File: config.mk
export PLATFORM = sky130hd
export DESIGN_NAME = regfile_scoreboard_flat
export DESIGN_NICKNAME = d
export VERILOG_FILES = /design/src/rtl/regfile_scoreboard_if.sv /design/src/rtl/regfile_scoreboard.sv /design/src/flat_wrapper.sv
export SDC_FILE = /design/constraint.sdc
export NUM_CORES = 2
export LEC_CHECK = 0
export CAP_MARGIN = 20
export CORE_ASPECT_RATIO = 1.4
export CORE_MARGIN = 10
export CORE_UTILIZATION = 45
export CTS_BUF_LIST = sky130_fd_sc_hd__clkbuf_4 sky130_fd_sc_hd__clkbuf_8
export DETAILED_ROUTE_END_ITERATION = 8
export SLEW_MARGIN = 30
export SYNTH_ARGS = -nofsm -noshare
export SYNTH_HDL_FRONTEND = slang
export SYNTH_SLANG_ARGS = --single-unit
File: constraint.sdc
create_clock -name clk -period 5.7 [get_ports clk]
set_input_delay 0.855 -clock clk [delete_from_list [all_inputs] [get_ports clk]]
set_output_delay 0.855 -clock clk [all_outputs]
set_load 0.1 [all_outputs]
File: src/rtl/regfile_scoreboard_if.sv
// ============================================================================
// regfile_scoreboard_if : issue/read/writeback bundle between decode-execute
// and the register file scoreboard.            Rev 1.0
// ============================================================================
`default_nettype none

interface regfile_scoreboard_if #(
  parameter int DATA_W = 32,
  parameter int ADDR_W = 5
);
  logic [ADDR_W-1:0]    rs1_addr_i;
  logic                 rs1_re_i;
  logic [DATA_W-1:0]    rs1_data_o;
  logic [ADDR_W-1:0]    rs2_addr_i;
  logic                 rs2_re_i;
  logic [DATA_W-1:0]    rs2_data_o;
  logic                 issue_i;
  logic                 issue_rd_we_i;
  logic [ADDR_W-1:0]    issue_rd_addr_i;
  logic                 stall_o;
  logic                 rd_we_i;
  logic [ADDR_W-1:0]    rd_addr_i;
  logic [DATA_W-1:0]    rd_data_i;
  logic [2**ADDR_W-1:0] busy_o;

  modport master (
    output rs1_addr_i, rs1_re_i, rs2_addr_i, rs2_re_i,
    output issue_i, issue_rd_we_i, issue_rd_addr_i,
    output rd_we_i, rd_addr_i, rd_data_i,
    input  rs1_data_o, rs2_data_o, stall_o, busy_o
  );

  modport slave (
    input  rs1_addr_i, rs1_re_i, rs2_addr_i, rs2_re_i,
    input  issue_i, issue_rd_we_i, issue_rd_addr_i,
    input  rd_we_i, rd_addr_i, rd_data_i,
    output rs1_data_o, rs2_data_o, stall_o, busy_o
  );
endinterface

`default_nettype wire

File: src/rtl/regfile_scoreboard.sv
// ============================================================================
// regfile_scoreboard : integer register file with per-register pending-write
// scoreboard, RAW/WAW issue stall and optional write-through bypass. Rev 1.0
// ============================================================================
`default_nettype none

module regfile_scoreboard #(
  parameter int DATA_W    = 32,
  parameter int ADDR_W    = 5,
  parameter int BYPASS_EN = 1
) (
  input  wire logic           clk,
  input  wire logic           rst,
  regfile_scoreboard_if.slave bus
);

  localparam int c_NREG   = 2**ADDR_W;
  localparam bit c_BYPASS = (BYPASS_EN != 0);

  logic [DATA_W-1:0] r_regs [c_NREG];
  logic [c_NREG-1:0] r_busy;

  logic [c_NREG-1:0] w_wb_clr;
  logic [DATA_W-1:0] w_rs1_data;
  logic [DATA_W-1:0] w_rs2_data;
  logic              w_raw1;
  logic              w_raw2;
  logic              w_waw;
  logic              w_stall;
  logic              w_accept;
  logic              w_wb_fwd1;
  logic              w_wb_fwd2;

  // A writeback landing this cycle retires the hazard only when it is also forwarded.
  always_comb begin
    w_wb_clr = '0;
    for (int r = 1; r < c_NREG; r++) begin
      w_wb_clr[r] = c_BYPASS && bus.rd_we_i && (bus.rd_addr_i == ADDR_W'(r));
    end
  end

  assign w_wb_fwd1 = c_BYPASS && bus.rd_we_i && (bus.rd_addr_i == bus.rs1_addr_i);
  assign w_wb_fwd2 = c_BYPASS && bus.rd_we_i && (bus.rd_addr_i == bus.rs2_addr_i);

  always_comb begin
    w_rs1_data = r_regs[bus.rs1_addr_i];
    if (bus.rs1_addr_i == '0) begin
      w_rs1_data = '0;
    end else if (w_wb_fwd1) begin
      w_rs1_data = bus.rd_data_i;
    end
  end

  always_comb begin
    w_rs2_data = r_regs[bus.rs2_addr_i];
    if (bus.rs2_addr_i == '0) begin
      w_rs2_data = '0;
    end else if (w_wb_fwd2) begin
      w_rs2_data = bus.rd_data_i;
    end
  end

  assign w_raw1   = bus.rs1_re_i && r_busy[bus.rs1_addr_i] && !w_wb_clr[bus.rs1_addr_i];
  assign w_raw2   = bus.rs2_re_i && r_busy[bus.rs2_addr_i] && !w_wb_clr[bus.rs2_addr_i];
  assign w_waw    = bus.issue_rd_we_i && r_busy[bus.issue_rd_addr_i]
                    && !w_wb_clr[bus.issue_rd_addr_i];
  assign w_stall  = bus.issue_i && !rst && (w_raw1 || w_raw2 || w_waw);
  assign w_accept = bus.issue_i && !rst && !w_stall;

  // Issue-set is ordered after writeback-clear so a new producer keeps the register busy.
  always_ff @(posedge clk) begin
    if (rst) begin
      for (int r = 0; r < c_NREG; r++) begin
        r_regs[r] <= '0;
      end
      r_busy <= '0;
    end else begin
      if (bus.rd_we_i && (bus.rd_addr_i != '0)) begin
        r_regs[bus.rd_addr_i] <= bus.rd_data_i;
        r_busy[bus.rd_addr_i] <= 1'b0;
      end
      if (w_accept && bus.issue_rd_we_i && (bus.issue_rd_addr_i != '0)) begin
        r_busy[bus.issue_rd_addr_i] <= 1'b1;
      end
    end
  end

  assign bus.rs1_data_o = w_rs1_data;
  assign bus.rs2_data_o = w_rs2_data;
  assign bus.stall_o    = w_stall;
  assign bus.busy_o     = r_busy;

endmodule

`default_nettype wire

File: src/flat_wrapper.sv
// flat-port wrapper written by rule: the top's interface ports become plain ports
module regfile_scoreboard_flat 
#(
  parameter int DATA_W    = 32,
  parameter int ADDR_W    = 5,
  parameter int BYPASS_EN = 1
)
  (clk, rst, bus_rs1_addr_i, bus_rs1_re_i, bus_rs2_addr_i, bus_rs2_re_i, bus_issue_i, bus_issue_rd_we_i, bus_issue_rd_addr_i, bus_rd_we_i, bus_rd_addr_i, bus_rd_data_i, bus_rs1_data_o, bus_rs2_data_o, bus_stall_o, bus_busy_o);
  regfile_scoreboard_if #(.DATA_W(DATA_W), .ADDR_W(ADDR_W)) bus_i ();
  input  wire logic clk;
  input  wire logic rst;
  input wire logic [$bits(bus_i.rs1_addr_i)-1:0] bus_rs1_addr_i;
  input wire logic [$bits(bus_i.rs1_re_i)-1:0] bus_rs1_re_i;
  input wire logic [$bits(bus_i.rs2_addr_i)-1:0] bus_rs2_addr_i;
  input wire logic [$bits(bus_i.rs2_re_i)-1:0] bus_rs2_re_i;
  input wire logic [$bits(bus_i.issue_i)-1:0] bus_issue_i;
  input wire logic [$bits(bus_i.issue_rd_we_i)-1:0] bus_issue_rd_we_i;
  input wire logic [$bits(bus_i.issue_rd_addr_i)-1:0] bus_issue_rd_addr_i;
  input wire logic [$bits(bus_i.rd_we_i)-1:0] bus_rd_we_i;
  input wire logic [$bits(bus_i.rd_addr_i)-1:0] bus_rd_addr_i;
  input wire logic [$bits(bus_i.rd_data_i)-1:0] bus_rd_data_i;
  output wire logic [$bits(bus_i.rs1_data_o)-1:0] bus_rs1_data_o;
  output wire logic [$bits(bus_i.rs2_data_o)-1:0] bus_rs2_data_o;
  output wire logic [$bits(bus_i.stall_o)-1:0] bus_stall_o;
  output wire logic [$bits(bus_i.busy_o)-1:0] bus_busy_o;
  assign bus_i.rs1_addr_i = bus_rs1_addr_i;
  assign bus_i.rs1_re_i = bus_rs1_re_i;
  assign bus_i.rs2_addr_i = bus_rs2_addr_i;
  assign bus_i.rs2_re_i = bus_rs2_re_i;
  assign bus_i.issue_i = bus_issue_i;
  assign bus_i.issue_rd_we_i = bus_issue_rd_we_i;
  assign bus_i.issue_rd_addr_i = bus_issue_rd_addr_i;
  assign bus_i.rd_we_i = bus_rd_we_i;
  assign bus_i.rd_addr_i = bus_rd_addr_i;
  assign bus_i.rd_data_i = bus_rd_data_i;
  assign bus_rs1_data_o = bus_i.rs1_data_o;
  assign bus_rs2_data_o = bus_i.rs2_data_o;
  assign bus_stall_o = bus_i.stall_o;
  assign bus_busy_o = bus_i.busy_o;
  regfile_scoreboard #(.DATA_W(DATA_W), .ADDR_W(ADDR_W), .BYPASS_EN(BYPASS_EN)) u_core (.clk(clk), .rst(rst), .bus(bus_i));
endmodule
== Yosys cells after proc, flatten, opt, wreduce, memory -nomap -nowiden ==
Memory sizes are Yosys's and may differ from the RTL's.
Cells that the tools add are included.

* Memory bits (writable): 1024
* Output and inout bits: 97
* Logic and storage cells: 134
* Register bits after elaboration: 32
* Input bits: 59
* Memories: 1

{| class="wikitable"
|+ Memory list
! name !! words !! width !! rd ports !! clocked after memory_dff !! wr ports !! line !! RTL
|-
| u_core.r_regs || 32 || 32 || 2 || 0 || 32 || regfile_scoreboard.sv:20 || <nowiki>logic [DATA_W-1:0] r_regs [c_NREG];</nowiki>
|}

* Mux-type cells: 31
* Magnitude comparators: 6
* Equality and inequality tests: 33
* Reduce and logical (&&, ||, !) cells: 59
* Bitwise gates (word level): 3

{| class="wikitable"
|+ Operators with widths
! kind !! count
|-
| $mux 32 || 8
|-
| $eq 5x5->1 const B || 16
|-
| $logic_and 1x1->1 || 47
|-
| $eq 5x4->1 const B || 8
|-
| $and 32x32->32 || 1
|-
| $not 32->32 || 1
|-
| $or 32x32->32 || 1
|-
| $reduce_or 32->1 || 1
|-
| $bmux 1 s5 || 6
|-
| $lt 5x6->1 const B || 4
|-
| $eq 5x3->1 const B || 4
|-
| $mux 1 || 14
|-
| $demux 1 s5 || 2
|-
| $eq 5x2->1 const B || 2
|-
| $eq 5x5->1 || 2
|-
| $ge 5x1->1 const B || 2
|-
| $logic_not 5->1 || 2
|-
| $reduce_bool 5->1 || 2
|-
| $eq 5x1->1 const B || 1
|-
| $logic_not 1->1 || 5
|-
| $mux 5 || 1
|-
| $logic_or 1x1->1 || 2
|}

== Depth between registers and ports, before layout ==
* Word-level depth: 14
* Depth in mapped cells: 10
* Gate-level depth less buffers: 6

== Least setup slack after synthesis ==
No wires, ideal clock.

* Kind: input port to output port
* From: input bus_rs2_addr_i[1]
* To: output bus_rs2_data_o[10]
* Required time: 4845 ps
* Path slack: 225 ps
* Cell stages on the path: 8
* Path buffers: 4
* Data arrival time: 4620 ps
* Path through: clkbuf_1 > buf_4 > buf_2 > buf_1 > mux4_2 > mux4_2 > mux2i_1 > a211oi_1

* Word-level cells in the longest chain between the ends: 4
* Elaborated cells between the ends (all ways): 6
* Classes of those cells: 1 x eq/ne; 2 x mux; 2 x reduce/logical; 1 x memory

{| class="wikitable"
|+ Ends and longest elaborated chain
! element !! line !! RTL
|-
| from (decl) || flat_wrapper.sv:14 || <nowiki>input wire logic [$bits(bus_i.rs2_addr_i)-1:0] bus_rs2_addr_i;</nowiki>
|-
| parallel branches: the longest is 3 deep, another holds $mem_v2 32x32 || n/a ||
|-
| $mux 32 (*) || regfile_scoreboard.sv:56 || <nowiki>if (bus.rs2_addr_i == '0) begin</nowiki>
|-
| to (decl) || flat_wrapper.sv:23 || <nowiki>output wire logic [$bits(bus_i.rs2_data_o)-1:0] bus_rs2_data_o;</nowiki>
|}

Every way passes the cells marked *.

== Worst setup path after layout ==
* From: input bus_rs1_addr_i[2]
* To: output bus_rs1_data_o[2]

* Word-level cells in the longest chain between the ends: 4
* Elaborated cells between the ends (all ways): 6
* Classes of those cells: 1 x eq/ne; 2 x mux; 2 x reduce/logical; 1 x memory

{| class="wikitable"
|+ Ends and longest elaborated chain
! element !! line !! RTL
|-
| from (decl) || flat_wrapper.sv:12 || <nowiki>input wire logic [$bits(bus_i.rs1_addr_i)-1:0] bus_rs1_addr_i;</nowiki>
|-
| parallel branches: the longest is 3 deep, another holds $mem_v2 32x32 || n/a ||
|-
| $mux 32 (*) || regfile_scoreboard.sv:47 || <nowiki>if (bus.rs1_addr_i == '0) begin</nowiki>
|-
| to (decl) || flat_wrapper.sv:22 || <nowiki>output wire logic [$bits(bus_i.rs1_data_o)-1:0] bus_rs1_data_o;</nowiki>
|}

Marks and branches as above.

==> run summary <==
Status -> finished, final reports clean
CORE AREA -> 127600 um2
CP cell instances -> clkdlybuf4s50_1 -> xnor2_1 -> nand4_1 -> buf_4 -> a211oi_1 -> buf_4
Share of cells above drive strength 1 -> 33.03%
Wl on met1 -> 76.14 mm
Pleak -> 22.57 nW
Total Nets Final -> 3936
Startpoint class of the critical path -> primary input
Synth Instances -> 3696
Final setup viols -> 0
Max Root-Sink Buffers -> 3
Max FO, Critical Path -> 8
CP arrival -> 4.29 ns
Die Span Y -> 444.2 um
Gp weighted congestion -> 0.8845
Ys flop type -> edfxtp_1
TritonCTS clock tree -> done
Worst Hold Class -> in2reg
CTS Hold Buffers Added -> 0
Tmin final -> 5.145 ns
Total power -> 19.29 mW
Die X -> 323.0 um
Crit path max-delay cell type -> a211oi_1
Crit Path Category -> in2out
CP peak stage delay -> 0.78 ns
Syn Area/Cell -> 15.65 um2
Clock sink count -> 1056
Worst slew pin tran -> 1.040 ns
Initial antenna violation count -> 19
Flops & latches, synth -> 1056
Io pins -> 156
Die area -> 143500 um2
Synth top area share -> 53.16%
Multi-input logic area -> 25190 um2
Register area -> 31390 um2
Total CTS buffers -> 166
Setup Fix Bufs, Post-CTS -> 0
Sequential fraction of the synthesis area -> 54.27%
Cell Rows -> 155
Post-DR vias/cell -> 6.651
WHS Path Cells -> 2
Synthesis warning total -> 0
MaxCap Viol Count -> 0
CP endpoint kind -> primary output
Bufs and invs on worst path -> 3
VDD IR max -> 0.0002460 V
Levels on crit path -> 6
Most common cell on crit path -> buf_4
Area leader, netlist -> edfxtp_1
Worst Skew -> 0.02194 ns
Post-Syn Area -> 57840 um2
Max Freq -> 0.1943 GHz
Final worst path period share -> 90.27%
Largest net degree at the start of global routing -> 78
Power per cell area -> 291.0 nW/um2
Post-CTS resize count -> 0
Ys async rst share -> 0%
Routed WL -> 214.0 mm
EDFF count, synth -> 1024
Clk root buf -> clkbuf_8
WL met3 -> 22.61 mm
Vias in the first global route -> 38520
R2r worst-path depth -> 7
Slew margin rel. -> 30.64%
Number of distinct library cells after synthesis -> 60
Iteration-0 DRC Markers -> 5479
Area contributors post-synth -> edfxtp_1, mux4_2, and2_1, clkbuf_1, mux2i_1
Final setup TNS -> 0 ns
Final Hold Viols -> 0
Port Buffer Count -> 155
WL met2 -> 103.7 mm
Crit path required time -> 4.85 ns
Grt ovf -> 0
DP HPWL -> 127.9 mm
Synth-to-Final Area Change -> 14.60%
Top sig layer -> met5
First-pass GRT wire length -> 296.4 mm
DRC viols -> 0
Wire per inst -> 37.81 um
Overall routing resource usage -> 29.77%
Pre-antenna DRT Iters -> 5
Unrepaired setup endpoints after global routing -> no
H-tree levels -> 4
Starting Density -> 45.33%
Latest clock arrival within the worst-skew pair -> 0.91 ns
Fill cell instance count of the final layout -> 10440
Worst-path clk slew -> 0.07 ns
Total number of vias -> 37640
Largest delay share family, worst path -> buffers and inverters
Max-slew violations -> 0
DRT antenna net count -> 0
==> sequential cells by signal, summed over array words and instances (netlist names) <==
| signal | flops |
|---|---|
| u_core.r_regs | 1024 |
| u_core.bus.busy_o | 32 |
==> cell usage in the layout (no fill, tap or decap), types with 11 or more instances in the layout <==
cell,count
o211ai_1,16
nor2_4,16
a211oi_1,62
and2_1,994
inv_2,12
clkinv_2,21
nand2_1,34
conb_1,32
edfxtp_1,1024
dfxtp_1,32
clkdlybuf4s50_1,75
buf_4,227
nand2b_1,11
nand3_1,13
o21ai_1,26
mux4_2,657
buf_12,83
mux2i_1,74
clkbuf_4,46
clkbuf_8,172
o21ai_4,14
o41ai_1,31
nor3_1,36
nor3_2,13
clkinv_1,38
nor2b_1,17
nor2_1,77
==> worst paths after layout <==
kind	startpoint	to	slack, ns
worst min register to register	u_core.bus.busy_o[20]	u_core.bus.busy_o[20]	0.52
worst min-delay path	rst	u_core.bus.busy_o[0]	0.38
worst max-delay path	bus_rs1_addr_i[2]	bus_rs1_data_o[2]	0.55
worst max register to register	u_core.bus.busy_o[15]	u_core.bus.busy_o[19]	3.21
==> cell usage after synthesis (all sizes together), types with 10 or more instances <==
| cell | count |
|---|---|
| a211oi | 67 |
| a21oi | 11 |
| and2 | 994 |
| buf | 143 |
| clkbuf | 275 |
| dfxtp | 32 |
| edfxtp | 1024 |
| inv | 21 |
| mux2i | 74 |
| mux4 | 657 |
| nand2 | 39 |
| nand2b | 11 |
| nand3 | 13 |
| nor2 | 93 |
| nor2b | 17 |
| nor3 | 49 |
| o211ai | 16 |
| o21ai | 47 |
| o41ai | 31 |
| xnor2 | 10 |
==> metrics by stage <==
stage,instances,area [um2],setup WS [ns],util [%],hold WS [ns]
after CTS,5649,66250,0.6267,51.91,0.3308
after floorplan,3727,57960,0.2252,-,0.8890
after global routing,5651,66270,0.4821,51.93,0.3798
final,5659,66290,0.5546,51.95,0.3834
after detailed placement,5356,63030,0.6319,49.39,0.5041
after global placement,5352,62920,0.5691,49.31,0.5117
==> kinds of logic (layout without fill, tap and decap cells) <==
group,after synthesis,in the layout,share of synthesized area (%)
xor+xnor,14,14,0.2120
compound gates,205,205,2.572
mux,731,731,26.86
buf+inv,439,714,3.188
other cells,1,41,0.006483
flops,1056,1056,54.27
simple gates,1250,1250,12.89
==> power by group <==
group	internal, mW	total, mW	switching (mW)
logic	1.40	3.59	2.19
registers	8.94	9.15	0.209
clock network	3.37	6.55	3.18
==> worst reg2reg max path, stage by stage, from the launching register on <==
cell      delay (ns)
dfxtp_1         0.46
mux4_2          0.53
nor2b_1         0.15
nor4_1          0.33
a221oi_1        0.16
a311o_4         0.34
buf_4           0.25
o22ai_1         0.18
==> cell type report <==
type / count / share of cell area (%)
antenna: 9 / 0.03397
clock buffer: 218 / 4.092
clock inverter: 75 / 0.7682
inverter: 21 / 0.1340
multi-input combinational: 2232 / 37.99
sequential: 1056 / 47.35
tap: 1648 / 3.110
timing repair buffer: 400 / 6.515
==> routing by layer <==
layer	GRT usage, %	up-vias
li1	-	14780
met1	37.61	19690
met2	48.26	2566
met3	6.747	604
met4	14.29	4
met5	0	-
(Power assumes the default switching activity.)
